`src/rtl/ec_pkg.sv`:
```
// Shared encodings and width defaults for the accumulator datapath and its control unit.
package ec_pkg;

  localparam int EC_DATA_W = 8;
  localparam int EC_ADDR_W = 5;

  typedef enum logic [1:0] {
    ASEL_ALU  = 2'b00,
    ASEL_IN   = 2'b01,
    ASEL_MEM  = 2'b10,
    ASEL_ZERO = 2'b11
  } asel_e;

  typedef enum logic [2:0] {
    OP_LOAD  = 3'b000,
    OP_STORE = 3'b001,
    OP_ADD   = 3'b010,
    OP_SUB   = 3'b011,
    OP_IN    = 3'b100,
    OP_JZ    = 3'b101,
    OP_JPOS  = 3'b110,
    OP_HALT  = 3'b111
  } opcode_e;

endpackage

```
`src/rtl/ec_ram.sv`:
```
// Single-port program/data RAM with loader write mux; registered read, 1-cycle latency.
// Read-during-write to the same address returns old data; no backpressure.
module ec_ram
  import ec_pkg::*;
#(
  parameter int DATA_W = EC_DATA_W,
  parameter int ADDR_W = EC_ADDR_W
) (
  input  logic              clk,
  input  logic              reset,
  input  logic              ld_we,
  input  logic [ADDR_W-1:0] ld_addr,
  input  logic [DATA_W-1:0] ld_data,
  input  logic              wr_en,
  input  logic [ADDR_W-1:0] addr,
  input  logic [DATA_W-1:0] wr_data,
  output logic [DATA_W-1:0] rd_q
);

  logic [DATA_W-1:0] mem [2**ADDR_W];
  logic              we;
  logic [ADDR_W-1:0] waddr;
  logic [DATA_W-1:0] wdata;
  logic [DATA_W-1:0] rd_d;

  // Loader wins over the datapath store so boot writes are never lost.
  always_comb begin
    we    = ld_we | wr_en;
    waddr = ld_we ? ld_addr : addr;
    wdata = ld_we ? ld_data : wr_data;
    rd_d  = mem[addr];
  end

  always_ff @(posedge clk) begin
    if (we) begin
      mem[waddr] <= wdata;
    end
  end

  always_ff @(posedge clk or negedge reset) begin
    if (!reset) begin
      rd_q <= '0;
    end else begin
      rd_q <= rd_d;
    end
  end

endmodule

```
`src/rtl/ec_datapath.sv`:
```
// Accumulator datapath: PC, IR, A, ALU and RAM; register updates take effect on the next edge.
// Halt freezes all state except the loader; optional sticky ovf output under EC_OVERFLOW_FLAG_EN.
module ec_datapath
  import ec_pkg::*;
#(
  parameter int DATA_W = EC_DATA_W,
  parameter int ADDR_W = EC_ADDR_W
) (
  input  logic              clk,
  input  logic              reset,
  input  logic              IRload,
  input  logic              JMPmux,
  input  logic              PCload,
  input  logic              Meminst,
  input  logic              MenWr,
  input  logic [1:0]        Asel,
  input  logic              Aload,
  input  logic              Sub,
  input  logic              Halt,
  input  logic [DATA_W-1:0] in_data,
  input  logic              ld_we,
  input  logic [ADDR_W-1:0] ld_addr,
  input  logic [DATA_W-1:0] ld_data,
  output logic [2:0]        IR,
  output logic              Aeq0,
  output logic              Apos,
  output logic [DATA_W-1:0] A_out,
  output logic [ADDR_W-1:0] PC_out,
  output logic              halted
`ifdef EC_OVERFLOW_FLAG_EN
  , output logic            ovf
`endif
);

  logic [ADDR_W-1:0] pc_q, pc_d;
  logic [DATA_W-1:0] ir_q, ir_d;
  logic [DATA_W-1:0] a_q, a_d;
  logic              halted_q, halted_d;
  logic [ADDR_W-1:0] addr;
  logic [DATA_W-1:0] rd_q;
  logic [DATA_W-1:0] alu_res;
  logic              mem_wr;

  ec_ram #(
    .DATA_W (DATA_W),
    .ADDR_W (ADDR_W)
  ) u_ram (
    .clk     (clk),
    .reset   (reset),
    .ld_we   (ld_we),
    .ld_addr (ld_addr),
    .ld_data (ld_data),
    .wr_en   (mem_wr),
    .addr    (addr),
    .wr_data (a_q),
    .rd_q    (rd_q)
  );

  always_comb begin
    addr     = Meminst ? ir_q[ADDR_W-1:0] : pc_q;
    mem_wr   = MenWr & ~Halt;
    alu_res  = Sub ? (a_q - rd_q) : (a_q + rd_q);
    pc_d     = pc_q;
    ir_d     = ir_q;
    a_d      = a_q;
    halted_d = Halt;
    if (!Halt) begin
      if (PCload) begin
        pc_d = JMPmux ? ir_q[ADDR_W-1:0] : pc_q + ADDR_W'(1);
      end
      if (IRload) begin
        ir_d = rd_q;
      end
      if (Aload) begin
        case (asel_e'(Asel))
          ASEL_ALU:  a_d = alu_res;
          ASEL_IN:   a_d = in_data;
          ASEL_MEM:  a_d = rd_q;
          ASEL_ZERO: a_d = '0;
          default:   a_d = a_q;
        endcase
      end
    end
  end

  always_ff @(posedge clk or negedge reset) begin
    if (!reset) begin
      pc_q     <= '0;
      ir_q     <= '0;
      a_q      <= '0;
      halted_q <= 1'b0;
    end else begin
      pc_q     <= pc_d;
      ir_q     <= ir_d;
      a_q      <= a_d;
      halted_q <= halted_d;
    end
  end

  // Flags look at the A register, not the ALU, so jumps see the previous result.
  assign IR     = ir_q[DATA_W-1 -: 3];
  assign Aeq0   = (a_q == '0);
  assign Apos   = ~a_q[DATA_W-1];
  assign A_out  = a_q;
  assign PC_out = pc_q;
  assign halted = halted_q;

`ifdef EC_OVERFLOW_FLAG_EN
  logic ovf_q, ovf_d;
  logic ovf_hit;

  always_comb begin
    if (Sub) begin
      ovf_hit = (a_q[DATA_W-1] != rd_q[DATA_W-1]) && (alu_res[DATA_W-1] != a_q[DATA_W-1]);
    end else begin
      ovf_hit = (a_q[DATA_W-1] == rd_q[DATA_W-1]) && (alu_res[DATA_W-1] != a_q[DATA_W-1]);
    end
    ovf_d = ovf_q;
    if (Aload && !Halt && (asel_e'(Asel) == ASEL_ALU) && ovf_hit) begin
      ovf_d = 1'b1;
    end
  end

  always_ff @(posedge clk or negedge reset) begin
    if (!reset) begin
      ovf_q <= 1'b0;
    end else begin
      ovf_q <= ovf_d;
    end
  end

  assign ovf = ovf_q;
`endif

endmodule

```
`config.mk`:
```
export PLATFORM = sky130hd
export DESIGN_NAME = ec_datapath
export DESIGN_NICKNAME = d
export VERILOG_FILES = /design/src/rtl/ec_pkg.sv /design/src/rtl/ec_ram.sv /design/src/rtl/ec_datapath.sv
export SDC_FILE = /design/constraint.sdc
export NUM_CORES = 1
export LEC_CHECK = 0
export CAP_MARGIN = 20
export CORE_MARGIN = 2
export CORE_UTILIZATION = 33
export CTS_CLUSTER_SIZE = 20
export DETAILED_ROUTE_END_ITERATION = 10
export RECOVER_POWER = 25
export SETUP_SLACK_MARGIN = 0.5
export SLEW_MARGIN = 20
export SYNTH_ARGS = -nofsm -noshare
export SYNTH_HDL_FRONTEND = slang
export SYNTH_SLANG_ARGS = --single-unit
```
`constraint.sdc`:
```
create_clock -name clk -period 3.2 [get_ports clk]
set_input_delay 0.32 -clock clk [delete_from_list [all_inputs] [get_ports clk]]
set_output_delay 0.32 -clock clk [all_outputs]
set_load 0.01 [all_outputs]
```
==> run metrics <==
Mapped Cells=883; worst-path cell chain=dlygate4sd3_1 > clkbuf_2 > nand2_1 > o21ai_0 > clkbuf_1; count of different cell masters after synthesis=53; clk slew on worst S/H paths=60 ps; Peak Freq=377 MHz; half-perimeter wire length after placement=21600 um; Worst Tran Pin Value=1730 ps; Seq/Total Area, Yosys=0.667; Boundary Pins=53; Hold WC Path Type=in -> reg; average wire per standard cell=21.3 um; initial core utilization=0.335; normalized max-slew margin=-0.156; pin count of the biggest net entering global routing=38; share of cells above drive strength 1=0.184; fin util=0.404; PD cells=809 nW/um^2; Synth Net Count=927; initial antenna violation count=0; Mapped Area=12700 um^2; vias in the first global route=7980; Die Height=200 um; synthesized area per cell=14.3 um^2; CTS H-Tree Depth=1; CP max stage cell=clkbuf_1; critical path class=in -> reg; Crit. Startpoint=ld_we; commonest non-fill, non-tap cells in the layout=edfxtp_1, nand2_1, buf_4; crit end category=flip-flop; fillers=3463; total clock sinks=286; Max Root-Sink Buffers=3; Antenna diodes=0; Worst Path Arrival=2790 ps; GRT Util Overall=0.165; via/cell ratio=5.22; port bufs=52; Max Cap Viol=2; CTS Buf Count=31; synth warn=0; Worst Path Required=3340 ps; Skew-Pair Late Insertion Delay=570 ps; Nets=1038; Setup violations, final=0; # rows=71; total wire length=32700 um; final hold violation count=0; die area=39900 um^2; gpl congestion=0.836; synth-to-layout area growth=20.4%; die width=200 um; EDFF count, synth=256; worst reg2reg startpoint=u_ram.rd_q[0]; critical path peak fanout=32; Pins Over Slew Limit=64; Post-CTS Hold Buffers=0; Synth Register Bits=286; violated checks=max-capacitance violations, max-slew violations; Max VDD drop=0.000532 V; Pleak=5.33 nW; worst hold start=in_data[3]; core area=37800 um^2; Crit path max-delay family=buffers and inverters; status=finished with violations; CTS tree=done; Most used DFF post-synth=edfxtp_1; CP max stage delay=1170 ps; worst clock skew=9.94 ps; minimum clock period=2650 ps; unrepaired setup endpoints after global routing=no; FFs w/ async S/R, synth=0.105; Total Power=12.3 mW; routed via count=7982; first-pass GRT wire length=49100 um; Tcrit/Tclk final=0.828; Post-route DRC=0; remaining antenna violation count=0; Startpoint Class=primary input; WHS=343 ps; total grt overflow=0; leading cell type in the layout, fill and taps excluded=edfxtp_1; initial DRC count=688; CTS root buf=clkbuf_16; drt pass-1 iters=5; WP buf/inv=3
metrics by stage:
step                TNS, ps  cell area (um^2)  instances  setup slack (ps)
floorplan                 0             12700        883               626
global placement     -20840             14200       1469              -225
detailed placement   -29060             14200       1469              -320
CTS                       0             15200       1527               501
global route              0             15200       1530               365
finish                    0             15200       1530               550
synth_stat cells (all sizes together), types with 4 or more instances:
cell	instances	area, um^2
buf	28	185
a221o	4	40.0
a211o	4	35.0
o31ai	11	82.6
o211ai	14	105
mux4	27	608
and2	8	50.1
nor2	58	234
a211oi	13	97.6
nand2	86	323
mux2i	62	621
edfxtp	256	7690
nor3	9	45.0
a22oi	30	225
o21ai	41	205
inv	29	109
nor2b	6	37.5
mux2	18	206
a21oi	36	180
ha	9	113
a311oi	6	52.6
nand3	9	45.0
xnor2	9	78.8
dfrtp	30	751
or4	4	30.0
nand2b	4	25.0
o22ai	9	56.3
a31oi	8	50.1
clkbuf	21	78.8
what timing repair did:
| item | 4_1_cts | 5_1_grt |
|---|---|---|
| gates cloned | 0 | 0 |
| setup endpoints to repair | 129 | 152 |
| pin swaps | 0 | 1 |
| buffers inserted | 0 | 3 |
| resized for setup | 3 | 14 |
registers in the layout, indices dropped and copies added, names as in the netlist:
register    cells
A_out           8
PC_out          5
halted          1
ir_q            8
u_ram.rd_q      8
u_ram.mem     256
metal layers:
layer  GRT usage  part of all wire  wire length, um  vias up
met5           0                 0                0        -
met4      0.0497             0.027              891        0
met3      0.0270             0.061             1990       52
met2       0.272              0.46            15200      278
met1       0.226              0.45            14600     4004
li1            -                 -                -     3648
worst paths after layout:
check | slack, ps | depth (start not counted) | end
max | 550 | 5 | u_ram.mem[1][7]
min | 340 | 3 | A_out[3]
max reg2reg | 620 | 11 | A_out[6]
min reg2reg | 490 | 2 | ir_q[6]
max in group asynchronous | 1320 | 2 | u_ram.rd_q[0]
min in group asynchronous | 760 | 2 | ir_q[0]
worst min-delay path, delay by kind of cell:
| kind | cells | cell delay [ps] |
|---|---|---|
| buffers and inverters | 1 | 410 |
| AOI/OAI and AO/OA | 1 | 70 |
| and+or+nand+nor | 1 | 60 |
area by class of cell:
class / count / area, um^2 / area share
multi-input combinational: 519 / 3920 / 0.257
clock buffer: 31 / 776 / 0.0509
tap: 511 / 639 / 0.0420
timing repair buffer: 127 / 1100 / 0.0723
inverter: 29 / 113 / 0.00739
clock inverter: 27 / 251 / 0.0165
sequential: 286 / 8440 / 0.554
report_power, final:
group / total (mW) / switching (mW) / internal, mW
Clock: 3.59 / 1.50 / 2.09
Sequential: 4.77 / 0.252 / 4.51
Combinational: 3.97 / 2.33 / 1.65
cells by family (layout without fill, tap and decap cells):
logic type                 Yosys count  count (layout)  synth area share
buffers and inverters               78             214            0.0295
adders and majority gates           10              10            0.0105
xor gates and xnor gates            11              11           0.00761
and+or+nand+nor                    191             191            0.0662
AOI/OAI and AO/OA                  200             200             0.106
muxes                              107             107             0.113
DFF                                286             286             0.667
Power figures use the tool's default switching activity.
